`src/rtl/pong_pkg.sv`:
```
// ---------------------------------------------------------------------------
// pong_pkg
// Shared constants and types for the pong paddle logic.
//   SCREEN_H       : visible screen height in rows
//   PADDLE_H       : paddle height in rows
//   PADDLE_MAX_Y   : lowest legal top-edge row of the paddle
//   PADDLE_START_Y : top-edge row the paddle returns to on reset
//   Y_W            : width of a row coordinate
//   dir_t          : resolved movement request for one frame
// Helpers:
//   decode_dir     : turn the two accepted button levels into a dir_t
//   step_y         : move a row coordinate one step, clamped to the screen
// ---------------------------------------------------------------------------
package pong_pkg;

    localparam int SCREEN_H       = 480;
    localparam int PADDLE_H       = 64;
    localparam int PADDLE_MAX_Y   = SCREEN_H - PADDLE_H;
    localparam int PADDLE_START_Y = 208;
    localparam int Y_W            = 10;

    localparam logic [Y_W-1:0] PADDLE_MAX_Y_V   = Y_W'(PADDLE_MAX_Y);
    localparam logic [Y_W-1:0] PADDLE_START_Y_V = Y_W'(PADDLE_START_Y);

    typedef enum logic [1:0] {
        DIR_NONE = 2'd0,
        DIR_UP   = 2'd1,
        DIR_DOWN = 2'd2
    } dir_t;

    // Opposing requests cancel out, so "both" resolves to no movement.
    function automatic dir_t decode_dir(input logic up, input logic down);
        dir_t d;
        d = DIR_NONE;
        if (up && !down) begin
            d = DIR_UP;
        end else if (down && !up) begin
            d = DIR_DOWN;
        end
        return d;
    endfunction

    // The downward sum is carried one bit wider so a position near the
    // bottom plus a step cannot wrap before it is compared with the limit.
    function automatic logic [Y_W-1:0] step_y(
        input logic [Y_W-1:0] y,
        input dir_t           dir,
        input logic [Y_W-1:0] step
    );
        logic [Y_W:0]   sum;
        logic [Y_W-1:0] res;
        sum = {1'b0, y} + {1'b0, step};
        res = y;
        case (dir)
            DIR_UP:   res = (y < step) ? '0 : (y - step);
            DIR_DOWN: res = (sum > {1'b0, PADDLE_MAX_Y_V}) ? PADDLE_MAX_Y_V : sum[Y_W-1:0];
            default:  res = y;
        endcase
        return res;
    endfunction

endpackage

```
`src/rtl/btn_debounce.sv`:
```
// ---------------------------------------------------------------------------
// btn_debounce
// Two-flop synchronizer followed by a consecutive-cycle debouncer for one
// raw push-button.
//   clk     : system clock
//   rst     : asynchronous, active-low reset
//   i_btn   : raw asynchronous button level, active-high
//   o_level : accepted (debounced) button level
// The accepted level flips only after the synchronized input has disagreed
// with it for DEBOUNCE_CYCLES cycles in a row; a single cycle of agreement
// restarts the count. Raw edge to accepted level is 2 + DEBOUNCE_CYCLES.
// ---------------------------------------------------------------------------
module btn_debounce
    import pong_pkg::*;
#(
    parameter int DEBOUNCE_CYCLES = 500000
) (
    input  logic clk,
    input  logic rst,
    input  logic i_btn,
    output logic o_level
);

    localparam int CNT_W = $clog2(DEBOUNCE_CYCLES + 1);
    localparam logic [CNT_W-1:0] CNT_LAST = CNT_W'(DEBOUNCE_CYCLES - 1);
    localparam logic [CNT_W-1:0] CNT_SAT  = CNT_W'(DEBOUNCE_CYCLES);
    localparam logic [CNT_W-1:0] CNT_ONE  = CNT_W'(1);

    logic             r_sync1;
    logic             r_sync2;
    logic             r_level;
    logic [CNT_W-1:0] r_cnt;

    logic             w_level_next;
    logic [CNT_W-1:0] w_cnt_next;

    always_comb begin
        w_level_next = r_level;
        w_cnt_next   = '0;
        if (r_sync2 != r_level) begin
            if (r_cnt >= CNT_LAST) begin
                // This cycle completes the run of disagreement.
                w_level_next = r_sync2;
                w_cnt_next   = '0;
            end else if (r_cnt != CNT_SAT) begin
                w_cnt_next = r_cnt + CNT_ONE;
            end else begin
                w_cnt_next = r_cnt;
            end
        end
    end

    always_ff @(posedge clk or negedge rst) begin
        if (!rst) begin
            r_sync1 <= 1'b0;
            r_sync2 <= 1'b0;
            r_level <= 1'b0;
            r_cnt   <= '0;
        end else begin
            r_sync1 <= i_btn;
            r_sync2 <= r_sync1;
            r_level <= w_level_next;
            r_cnt   <= w_cnt_next;
        end
    end

    assign o_level = r_level;

endmodule

```
`src/rtl/paddle_ctrl.sv`:
```
// ---------------------------------------------------------------------------
// paddle_ctrl
// Moves the pong paddle up/down once per video frame from two debounced
// push-buttons.
//   clk       : system clock (single clock domain)
//   rst       : asynchronous, active-low reset
//   enable    : game-run qualifier; paddle holds while low
//   btnUp     : raw up button, active-high, asynchronous
//   btnDown   : raw down button, active-high, asynchronous
//   frameTick : one-cycle pulse per video frame
//   paddleY   : registered top-edge row of the paddle
//   moving    : one-cycle pulse after a tick that changed paddleY
//   atTop     : paddleY is at row 0
//   atBottom  : paddleY is at PADDLE_MAX_Y
// Optional feature macro: PADDLE_ACCEL_EN. When defined, the step grows by
// one per tick of continued same-direction movement, up to MAX_SPEED, and
// falls back to SPEED whenever the resolved direction changes (release,
// reversal or both pressed). Without it the step is the constant SPEED.
// ---------------------------------------------------------------------------
module paddle_ctrl
    import pong_pkg::*;
#(
    parameter int DEBOUNCE_CYCLES = 500000,
    parameter int SPEED           = 4,
    parameter int MAX_SPEED       = 12
) (
    input  logic           clk,
    input  logic           rst,
    input  logic           enable,
    input  logic           btnUp,
    input  logic           btnDown,
    input  logic           frameTick,
    output logic [Y_W-1:0] paddleY,
    output logic           moving,
    output logic           atTop,
    output logic           atBottom
);

    localparam logic [Y_W-1:0] SPEED_V = Y_W'(SPEED);

    // Reject parameter sets the step arithmetic cannot honour.
    if (SPEED < 1 || SPEED > MAX_SPEED || MAX_SPEED > PADDLE_MAX_Y || DEBOUNCE_CYCLES < 1) begin : g_param_check
        $error("paddle_ctrl: illegal SPEED/MAX_SPEED/DEBOUNCE_CYCLES combination");
    end

    logic           w_up_level;
    logic           w_down_level;
    dir_t           w_dir;
    logic           w_move_en;
    logic [Y_W-1:0] w_step;
    logic [Y_W-1:0] w_y_cand;

    logic [Y_W-1:0] r_paddle_y;
    logic           r_moving;

    btn_debounce #(
        .DEBOUNCE_CYCLES(DEBOUNCE_CYCLES)
    ) u_deb_up (
        .clk     (clk),
        .rst     (rst),
        .i_btn   (btnUp),
        .o_level (w_up_level)
    );

    btn_debounce #(
        .DEBOUNCE_CYCLES(DEBOUNCE_CYCLES)
    ) u_deb_down (
        .clk     (clk),
        .rst     (rst),
        .i_btn   (btnDown),
        .o_level (w_down_level)
    );

    assign w_dir     = decode_dir(w_up_level, w_down_level);
    assign w_move_en = frameTick & enable;

`ifdef PADDLE_ACCEL_EN
    localparam logic [Y_W-1:0] MAX_SPEED_V = Y_W'(MAX_SPEED);
    localparam logic [Y_W-1:0] SPEED_ONE   = Y_W'(1);

    // r_run_dir is the direction of the current acceleration run; it is
    // dropped to DIR_NONE in any cycle the resolved direction departs from
    // it, so a release/re-press between two ticks still restarts at SPEED.
    dir_t           r_run_dir;
    logic [Y_W-1:0] r_speed;
    dir_t           w_run_dir_next;
    logic [Y_W-1:0] w_speed_next;

    always_comb begin
        w_step         = (w_dir == r_run_dir) ? r_speed : SPEED_V;
        w_speed_next   = r_speed;
        w_run_dir_next = r_run_dir;
        if (w_move_en && (w_dir != DIR_NONE)) begin
            w_speed_next   = (w_step >= MAX_SPEED_V) ? MAX_SPEED_V : (w_step + SPEED_ONE);
            w_run_dir_next = w_dir;
        end else if (w_dir != r_run_dir) begin
            w_speed_next   = SPEED_V;
            w_run_dir_next = DIR_NONE;
        end
    end

    always_ff @(posedge clk or negedge rst) begin
        if (!rst) begin
            r_speed   <= SPEED_V;
            r_run_dir <= DIR_NONE;
        end else begin
            r_speed   <= w_speed_next;
            r_run_dir <= w_run_dir_next;
        end
    end
`else
    assign w_step = SPEED_V;
`endif

    assign w_y_cand = step_y(r_paddle_y, w_dir, w_step);

    // moving reflects an actual change, so a clamp that is already at the
    // limit (or a cancelled/idle request) leaves it low.
    always_ff @(posedge clk or negedge rst) begin
        if (!rst) begin
            r_paddle_y <= PADDLE_START_Y_V;
            r_moving   <= 1'b0;
        end else begin
            r_moving <= 1'b0;
            if (w_move_en) begin
                r_paddle_y <= w_y_cand;
                r_moving   <= (w_y_cand != r_paddle_y);
            end
        end
    end

    assign paddleY  = r_paddle_y;
    assign moving   = r_moving;
    assign atTop    = (r_paddle_y == '0);
    assign atBottom = (r_paddle_y == PADDLE_MAX_Y_V);

endmodule

```
`config.mk`:
```
export PLATFORM = sky130hd
export DESIGN_NAME = paddle_ctrl
export DESIGN_NICKNAME = d
export VERILOG_FILES = /design/src/rtl/pong_pkg.sv /design/src/rtl/btn_debounce.sv /design/src/rtl/paddle_ctrl.sv
export SDC_FILE = /design/constraint.sdc
export NUM_CORES = 1
export LEC_CHECK = 0
export ABC_AREA = 0
export CAP_MARGIN = 20
export CORE_MARGIN = 10
export CORE_UTILIZATION = 50
export CTS_BUF_LIST = sky130_fd_sc_hd__clkbuf_4 sky130_fd_sc_hd__clkbuf_8
export CTS_CLUSTER_SIZE = 25
export DETAILED_ROUTE_END_ITERATION = 8
export PLACE_DENSITY = 0.69
export SETUP_SLACK_MARGIN = 0.02
export SLEW_MARGIN = 30
export SYNTH_ARGS = -nofsm -noshare
export SYNTH_HDL_FRONTEND = slang
export SYNTH_SLANG_ARGS = --single-unit
```
`constraint.sdc`:
```
create_clock -name clk -period 5.2 [get_ports clk]
set_clock_uncertainty 0.1 [all_clocks]
set_input_delay 0.78 -clock clk [delete_from_list [all_inputs] [get_ports clk]]
set_output_delay 0.78 -clock clk [all_outputs]
set_load 0.02 [all_outputs]
```
==> results.py, run 1 <==
metrics = {
    "run_status": {
        "status": "finished, final reports clean",
    },
    "final_layout": {
        "final_cell_mix": "nor2_1 (55), dfrtp_1 (52), nand2_1 (37)",
        "final_common_cell": "nor2_1",
        "nNetsFinal": 395,
        "syn2layout_area_growth_pct": 7.93,
        "drive_gt1_frac": 0.0632,
        "finalNonFillerCells": 457,
        "diodes": 0,
        "fillerInstances": 608,
    },
    "floorplan": {
        "die_x_um": 101,
        "ios": 19,
        "die_h_um": 101,
        "dieArea_um2": 10200,
        "row_count": 29,
        "start_util": 0.516,
        "coreArea_um2": 6390,
    },
    "synth": {
        "ys_types": 55,
        "async_flop_share": 1.00,
        "ys_seq_area_frac": 0.419,
        "synth-edff-count": 0,
        "syn_avg_cell_area_um2": 8.89,
        "synth_cells": 371,
        "synth_nets": 387,
        "ys_ff_latch": 55,
        "syn_area_um2": 3300,
        "synthFlopType": "dfrtp_1",
        "yosys_warnings": 0,
    },
    "routing": {
        "vias_per_cell": 5.65,
        "drc": 0,
        "routedWlPerCell_um": 14.0,
        "ant_nets": 0,
        "drt-total-wl_mm": 6.42,
        "first_iter_violations": 152,
        "num_vias": 2582,
        "first_pass_iters": 4,
    },
    "sta": {
        "tns_ns": 0,
        "final.min_clock_period_ns": 3.11,
        "worst_slew_margin_rel": 0.529,
        "max_freq_ghz": 0.321,
        "tightest_slew_ns": 0.707,
        "drv_slew": 0,
        "finalCritPeriodShare": 0.598,
        "hold_viol_final": 0,
        "report.final.setup_viol": 0,
        "rsz0062_at_grt": "false",
    },
    "pwr": {
        "peakVddDrop_mv": 0.139,
        "p_sw_frac": 0.221,
        "powerDensity_nw_per_um2": 201,
        "p_comb_frac": 0.049,
        "clkPwrFrac": 0.334,
        "leakagePower_nw": 1.46,
        "pwr-share-seq": 0.617,
        "p_int_uw": 558,
        "p_switching_uw": 158,
    },
    "global_route": {
        "grt_start_max_net_pins": 56,
        "first_global_vias": 2513,
        "antenna_found_initial": 0,
        "grt-ovfl-total": 0,
        "grt_usage": 0.133,
        "grt_first_pass_wirelength_mm": 11.4,
    },
    "clock_network": {
        "post_cts_buffers": 0,
        "htree_levels": 2,
        "cts_resized": 0,
        "cts.reportedPaths.clkPinSlew_ns": 0.09,
        "cts_tree": "yes",
        "cts.path.max_buffers": 2,
        "cts.sinks": 55,
        "cts-buffers-inserted": 5,
        "hold_buffers": 0,
        "cts_root_buf": "clkbuf_8",
        "worstSkewPairLatency_ns": 0.31,
    },
    "setup_path": {
        "reg2reg_from": "paddleY[2]$_DFFE_PN0P_",
        "cp-startpoint": "paddleY[5]$_DFFE_PN0P_",
        "rr_worst_depth": 8,
        "r2r_slack_ns": 2.42,
        "critPathCapture": "atTop",
        "cp-end-kind": "primary output",
        "r2r_end": "moving$_DFF_PN0_",
        "path_max_fanout": 18,
        "worst_setup_path_start_kind": "register",
        "crit_type": "reg -> out",
        "cp.arrival_ns": 2.23,
        "cp.required_ns": 4.32,
    },
    "place": {
        "dp_hpwl_mm": 4.47,
        "gp_congestion": 0.911,
        "place_inst": 449,
        "io_buffer_count": 18,
    },
    "job": {
        "max-cap-violations": 0,
    },
    "hold_path": {
        "min_path_type": "reg -> reg",
    },
}
[per-stage QoR]
| step | worst slack (ns) | power [mW] | utilization | hold slack (ns) | cell area, um^2 |
|---|---|---|---|---|---|
| final | 2.09 | 0.716 | 0.557 | 0.261 | 3560 |
| after global routing | 1.91 | 0.749 | 0.557 | 0.267 | 3560 |
| after CTS | 2.08 | 0.729 | 0.557 | 0.265 | 3560 |
| after detailed placement | 2.43 | 0.486 | 0.543 | 0.243 | 3470 |
| after global placement | 2.46 | 0.486 | 0.543 | 0.232 | 3470 |
| after floorplan | 2.57 | 0.468 | - | 0.231 | 3300 |
[power by group through the flow]
stage | Clock [mW] | Sequential, mW | Combinational, mW
floorplan | 0 | 0.448 | 0.0200
global placement | 0 | 0.450 | 0.0358
detailed placement | 0 | 0.450 | 0.0360
CTS | 0.250 | 0.442 | 0.0361
global route | 0.266 | 0.443 | 0.0402
finish | 0.239 | 0.442 | 0.0350
[cell families (layout without fill, tap and decap cells)]
kind of cell / after synthesis / in the layout / share of synthesized area
muxes: 2 / 2 / 0.00683
AOI/OAI and AO/OA: 61 / 61 / 0.134
DFF: 55 / 55 / 0.419
xor gates and xnor gates: 35 / 35 / 0.0930
adders and majority gates: 10 / 10 / 0.0380
buffers and inverters: 40 / 49 / 0.0592
and+or+nand+nor: 168 / 168 / 0.251
[layout make-up]
cell class                      instances  area [um^2]  area share
Clock buffer                            8         91.3      0.0257
Inverter                               21         78.8      0.0222
Multi-Input combinational cell        276         1720       0.484
Sequential cell                        55         1380       0.388
Tap cell                               77         96.3      0.0271
Timing Repair Buffer                   20          190      0.0534
[critical path, stage by stage, from the launching register on]
cell and delay [ns]:
dfrtp_1 0.57, or4_4 0.64, nor2_1 0.11, clkdlybuf4s50_1 0.61
[cells in the mapped netlist (5+ instances only)]
cell,number,area share
xnor2_1,19,0.050
and4_1,7,0.019
nand3_1,18,0.027
dfrtp_1,52,0.39
a21oi_1,8,0.012
and2_1,5,0.0095
nand4_1,11,0.021
xor2_1,16,0.043
nor2_1,55,0.063
ha_1,10,0.038
inv_1,21,0.024
nand2_1,37,0.042
clkbuf_1,5,0.0057
and3_1,7,0.013
o21ai_0,12,0.018
nor3_1,9,0.014
buf_2,9,0.014
a21o_1,5,0.011
nand2b_1,6,0.011
[worst min-delay path by stage]
stage	slack [ns]	to	from	depth (start not counted)
2_1_floorplan	0.23	u_deb_down.r_sync2$_DFF_PN0_	u_deb_down.r_sync1$_DFF_PN0_	0
3_3_place_gp	0.23	u_deb_down.r_sync2$_DFF_PN0_	u_deb_down.r_sync1$_DFF_PN0_	0
3_5_place_dp	0.24	u_deb_down.r_sync2$_DFF_PN0_	u_deb_down.r_sync1$_DFF_PN0_	0
4_1_cts	0.26	u_deb_down.r_sync2$_DFF_PN0_	u_deb_down.r_sync1$_DFF_PN0_	0
5_1_grt	0.27	u_deb_down.r_sync2$_DFF_PN0_	u_deb_down.r_sync1$_DFF_PN0_	0
6_report	0.26	u_deb_up.r_sync2$_DFF_PN0_	u_deb_up.r_sync1$_DFF_PN0_	0
[per-layer routing]
| metal | track usage | vias to the layer above | routed length [um] |
|---|---|---|---|
| li1 | - | 1302 | - |
| met1 | 0.169 | 1205 | 2970 |
| met2 | 0.212 | 61 | 3010 |
| met3 | 0.0293 | 14 | 300 |
| met4 | 0.0600 | 0 | 138 |
| met5 | 0 | - | 0 |
No activity file was read; power rests on OpenSTA's default activity.
==> run 2, diff against run 1 <==
Clock period 5.2 ns to 3.1 ns, I/O delays scaled along.
==> run 2 against run 1 <==
  * First-iteration DRC count is 28% higher
  * Power is 66% higher
  * Register-to-register slack worse by 2.1 ns
  * Via count is 1.9% higher
  * Sequential cell count stayed put
  * Routed wire length is 1.6% higher
  * Largest cell class unchanged
==> results.py, run 2 (synthesis results as in run 1) <==
metrics = {
    "run_status": {
        "status": "finished, final reports clean",
    },
    "final_layout": {
        "final_common_cell": "nor2_1",
        "multi_input_comb_area_um2": 1720,
        "fillerInstances": 571,
        "diodes": 0,
        "syn2layout_area_growth_pct": 8.84,
        "final_cell_mix": "nor2_1 (55), dfrtp_1 (52), nand2_1 (37)",
        "nNetsFinal": 399,
        "seq_area_um2": 1380,
        "final_util": 0.562,
        "drive_gt1_frac": 0.0703,
    },
    "floorplan": {
        "die_x_um": 101,
        "row_count": 29,
        "ios": 19,
        "coreArea_um2": 6390,
        "start_util": 0.516,
        "dieArea_um2": 10200,
        "die_h_um": 101,
    },
    "clock_network": {
        "post_cts_buffers": 0,
        "cts.sinks": 55,
        "cts.path.max_buffers": 2,
        "cts_root_buf": "clkbuf_8",
        "htree_levels": 2,
        "worstSkewPairLatency_ns": 0.30,
        "cts.reportedPaths.clkPinSlew_ns": 0.09,
        "cts_tree": "yes",
        "cts-buffers-inserted": 5,
    },
    "sta": {
        "tns_ns": 0,
        "report.final.setup_viol": 0,
        "fin_ws_ns": 0.278,
        "max_freq_ghz": 0.354,
        "finalCritPeriodShare": 0.910,
        "final.min_clock_period_ns": 2.82,
        "hold_viol_final": 0,
        "rsz0062_at_grt": "false",
        "worst_slew_margin_rel": 0.565,
        "tightest_slew_ns": 0.650,
        "drv_slew": 0,
    },
    "global_route": {
        "grt_start_max_net_pins": 41,
        "grt.busiest_layer": "met2",
        "grt_first_pass_wirelength_mm": 11.4,
        "use_met1": 0.178,
        "grt_use_met2": 0.204,
        "grt-ovfl-total": 0,
        "first_global_vias": 2463,
        "grt_usage": 0.132,
        "antenna_found_initial": 0,
        "use_met3": 0.0306,
    },
    "place": {
        "io_buffer_count": 18,
        "place_ws_ns": 0.423,
        "dp_hpwl_mm": 4.62,
        "gp_congestion": 0.947,
    },
    "routing": {
        "routedWlPerCell_um": 14.1,
        "first_iter_violations": 194,
        "first_pass_iters": 5,
        "drt-total-wl_mm": 6.52,
        "ant_nets": 0,
        "vias_per_cell": 5.71,
        "num_vias": 2631,
        "drc": 0,
    },
    "setup_path": {
        "path_max_fanout": 14,
        "cp-end-kind": "primary output",
        "crit_type": "reg -> out",
        "r2r_slack_ns": 0.30,
        "worst_setup_path_start_kind": "register",
        "cp.required_ns": 2.53,
        "cp.arrival_ns": 2.26,
    },
    "pwr": {
        "leakagePower_nw": 1.48,
        "peakVddDrop_mv": 0.265,
        "powerDensity_nw_per_um2": 331,
    },
    "job": {
        "max-cap-violations": 0,
    },
    "hold_path": {
        "min_path_type": "reg -> reg",
    },
}
==> run 2: cell count changes in the layout (fill, tap and decap cells not counted) <==
cell / delta
dlygate4sd3_1: +1
buf_4: +3
clkinv_2: +1
clkinvlp_4: +1
clkbuf_4: -2
==> run 2: timing repair <==
action | CTS | global route
gates resized for setup | 0 | 0
endpoints found under the hold margin | 13 | 0
hold buffers | 1 | 0
==> run 2: routing by layer <==
layer  up-vias  part of all wire
met2        72              0.45
met5         -                 0
li1       1301                 -
met3         6             0.054
met4         0             0.016
met1      1252              0.48
==> run 2: area by class of cell <==
class	instances	area share
Clock buffer	6	0.0213
Multi-Input combinational cell	276	0.480
Timing Repair Buffer	24	0.0621
Tap cell	77	0.0268
Clock inverter	2	0.00349
Inverter	21	0.0220
Sequential cell	55	0.385
==> run 2: path summary, 6_finish.rpt <==
kind / start / cells after the start / endpoint
max: paddleY[2]$_DFFE_PN0P_ / 5 / atBottom
min: u_deb_up.r_sync1$_DFF_PN0_ / 0 / u_deb_up.r_sync2$_DFF_PN0_
max reg2reg: paddleY[2]$_DFFE_PN0P_ / 8 / paddleY[2]$_DFFE_PN0P_
min reg2reg: u_deb_up.r_sync1$_DFF_PN0_ / 0 / u_deb_up.r_sync2$_DFF_PN0_
max in group asynchronous: rst / 3 / paddleY[7]$_DFFE_PN1P_
min in group asynchronous: rst / 2 / u_deb_up.r_cnt[11]$_DFFE_PN0P_
==> run 2: power breakdown <==
part,internal [mW],switching [mW]
Clock,0.167,0.220
Combinational,0.0224,0.0380
Sequential,0.728,0.0141
Total,0.917,0.272
==> run 2: through the flow <==
step / power (mW) / cell area [um^2] / hold WS [ns] / std cells
2_1_floorplan: 0.785 / 3300 / 0.0694 / 371
6_report: 1.19 / 3590 / 0.254 / 461
5_1_grt: 1.25 / 3590 / 0.269 / 461
4_1_cts: 1.21 / 3590 / 0.257 / 461
3_3_place_gp: 0.815 / 3490 / 0.233 / 452
3_5_place_dp: 0.817 / 3490 / 0.235 / 452
==> run 2: worst max-delay path, stage by stage (launching register included) <==
cell and delay, ns:
dfrtp_1 0.53, inv_1 0.17, ha_1 0.16, nand3_1 0.10
nor4b_1 0.33, clkdlybuf4s50_1 0.66
==> run 3, diff against run 2 <==
Clock period 3.1 ns to 2.7 ns, I/O delays scaled along.
==> run 3 against run 2 <==
  * Sequential power up 14%
  * Die area unchanged
  * Global-route usage is 0.85 points higher
  * Utilization up 2.0 points
  * Non-clock buffer count grew 10
  * Largest cell class unchanged
  * Hold slack better by 0.0024 ns
==> results.py, run 3 (synthesis results as in run 1) <==
metrics = {
    "setup_path": {
        "cp-end-kind": "register",
        "cp.required_ns": 2.84,
        "path_max_fanout": 16,
        "r2r_slack_ns": 0.24,
        "worst_setup_path_start_kind": "register",
        "cp.arrival_ns": 2.60,
        "crit_type": "reg -> reg",
    },
    "final_layout": {
        "diodes": 0,
        "final_cell_mix": "nor2_1 (54), dfrtp_1 (51), nand2_1 (37)",
        "final_common_cell": "nor2_1",
        "finalNonFillerCells": 471,
        "syn2layout_area_growth_pct": 12.7,
        "final_util": 0.582,
        "drive_gt1_frac": 0.104,
        "finalInstanceArea_um2": 3710,
        "nNetsFinal": 409,
    },
    "clock_network": {
        "cts.reportedPaths.clkPinSlew_ns": 0.09,
        "worstSkewPairLatency_ns": 0.30,
        "htree_levels": 2,
        "cts.sinks": 55,
        "cts.path.max_buffers": 2,
        "cts_tree": "yes",
        "cts_root_buf": "clkbuf_8",
        "cts-buffers-inserted": 5,
    },
    "hold_path": {
        "min_path_type": "reg -> reg",
    },
    "global_route": {
        "grt_usage": 0.140,
        "grt_start_max_net_pins": 23,
        "antenna_found_initial": 0,
        "grt-ovfl-total": 0,
        "grt_first_pass_wirelength_mm": 12.0,
        "first_global_vias": 2582,
    },
    "sta": {
        "final.min_clock_period_ns": 2.46,
        "drv_slew": 0,
        "rsz0062_at_grt": "false",
        "tns_ns": 0,
        "report.final.setup_viol": 0,
        "max_freq_ghz": 0.406,
        "worst_slew_margin_rel": 0.676,
        "whs_ns": 0.257,
        "hold_viol_final": 0,
        "finalCritPeriodShare": 0.913,
        "tightest_slew_ns": 0.482,
        "fin_ws_ns": 0.236,
    },
    "job": {
        "max-cap-violations": 0,
    },
    "floorplan": {
        "row_count": 29,
        "start_util": 0.516,
        "ios": 19,
        "die_x_um": 101,
        "dieArea_um2": 10200,
        "coreArea_um2": 6390,
        "die_h_um": 101,
    },
    "pwr": {
        "power_mw": 1.49,
        "clkPwrFrac": 0.375,
        "p_comb_frac": 0.055,
        "p_sw_frac": 0.216,
        "pwr-share-seq": 0.570,
        "p_int_mw": 1.17,
        "p_switching_uw": 321,
        "peakVddDrop_mv": 0.297,
        "powerDensity_nw_per_um2": 400,
        "leakagePower_nw": 1.58,
    },
    "place": {
        "gp_congestion": 0.939,
        "place_area_um2": 3560,
        "io_buffer_count": 18,
        "place_ws_ns": 0.233,
        "place_inst": 462,
        "dp_hpwl_mm": 5.05,
    },
    "routing": {
        "first_pass_iters": 4,
        "num_vias": 2623,
        "ant_nets": 0,
        "drt-total-wl_mm": 7.01,
        "routedWlPerCell_um": 14.9,
        "drc": 0,
        "vias_per_cell": 5.57,
        "first_iter_violations": 106,
    },
    "run_status": {
        "status": "finished, final reports clean",
    },
}
[run 3: path summary, 6_finish.rpt]
path / startpoint / to / cells past startpoint
max in group asynchronous: rst / paddleY[7]$_DFFE_PN1P_ / 3
worst min-delay path: u_deb_up.r_sync1$_DFF_PN0_ / u_deb_up.r_sync2$_DFF_PN0_ / 0
min in group asynchronous: rst / u_deb_up.r_cnt[0]$_DFFE_PN0P_ / 2
worst min register to register: u_deb_up.r_sync1$_DFF_PN0_ / u_deb_up.r_sync2$_DFF_PN0_ / 0
worst max-delay path: paddleY[6]$_DFFE_PN1P_ / paddleY[2]$_DFFE_PN0P_ / 7
worst max register to register: paddleY[6]$_DFFE_PN1P_ / paddleY[2]$_DFFE_PN0P_ / 7
[run 3: what timing repair did]
action,4_1_cts,5_1_grt
setup buffers,0,0
gates resized for setup,1,6
hold buffers,1,0
endpoints found under the hold margin,16,0
endpoints found under the setup margin,1,5
[run 3: area by class of cell]
| cell class | count | area, um^2 |
|---|---|---|
| fillers | 571 | 2670 |
| multi-input cells | 276 | 1730 |
| flip-flops and latches | 55 | 1390 |
| repair buffers | 34 | 303 |
| well taps | 77 | 96.3 |
| clock buffers | 6 | 82.6 |
| inverters | 21 | 78.8 |
| clock inverters | 2 | 35.0 |
[run 3: worst max-delay path, stage by stage, from the launching register on]
cell	delay (ns)
dfstp_4	0.72
and3_1	0.30
nand3_1	0.14
a32oi_2	0.31
o2bb2ai_2	0.28
nand2_1	0.16
a211o_1	0.31
o21ai_1	0.07
[run 3: per-layer routing]
metal  wire, um  up-vias  share of wire  track usage
li1           -     1324              -            -
met1       3350     1250           0.48        0.187
met2       3350       47           0.48        0.221
met3        277        2          0.040       0.0306
met4         30        0         0.0043       0.0472
met5          0        -              0            0
[run 3: power by group through the flow]
stage	clock network [mW]	logic, mW	registers (mW)
2_1_floorplan	0	0.0385	0.863
3_3_place_gp	0	0.0799	0.863
3_5_place_dp	0	0.0827	0.863
4_1_cts	0.577	0.0839	0.847
5_1_grt	0.609	0.0931	0.850
6_report	0.558	0.0815	0.847
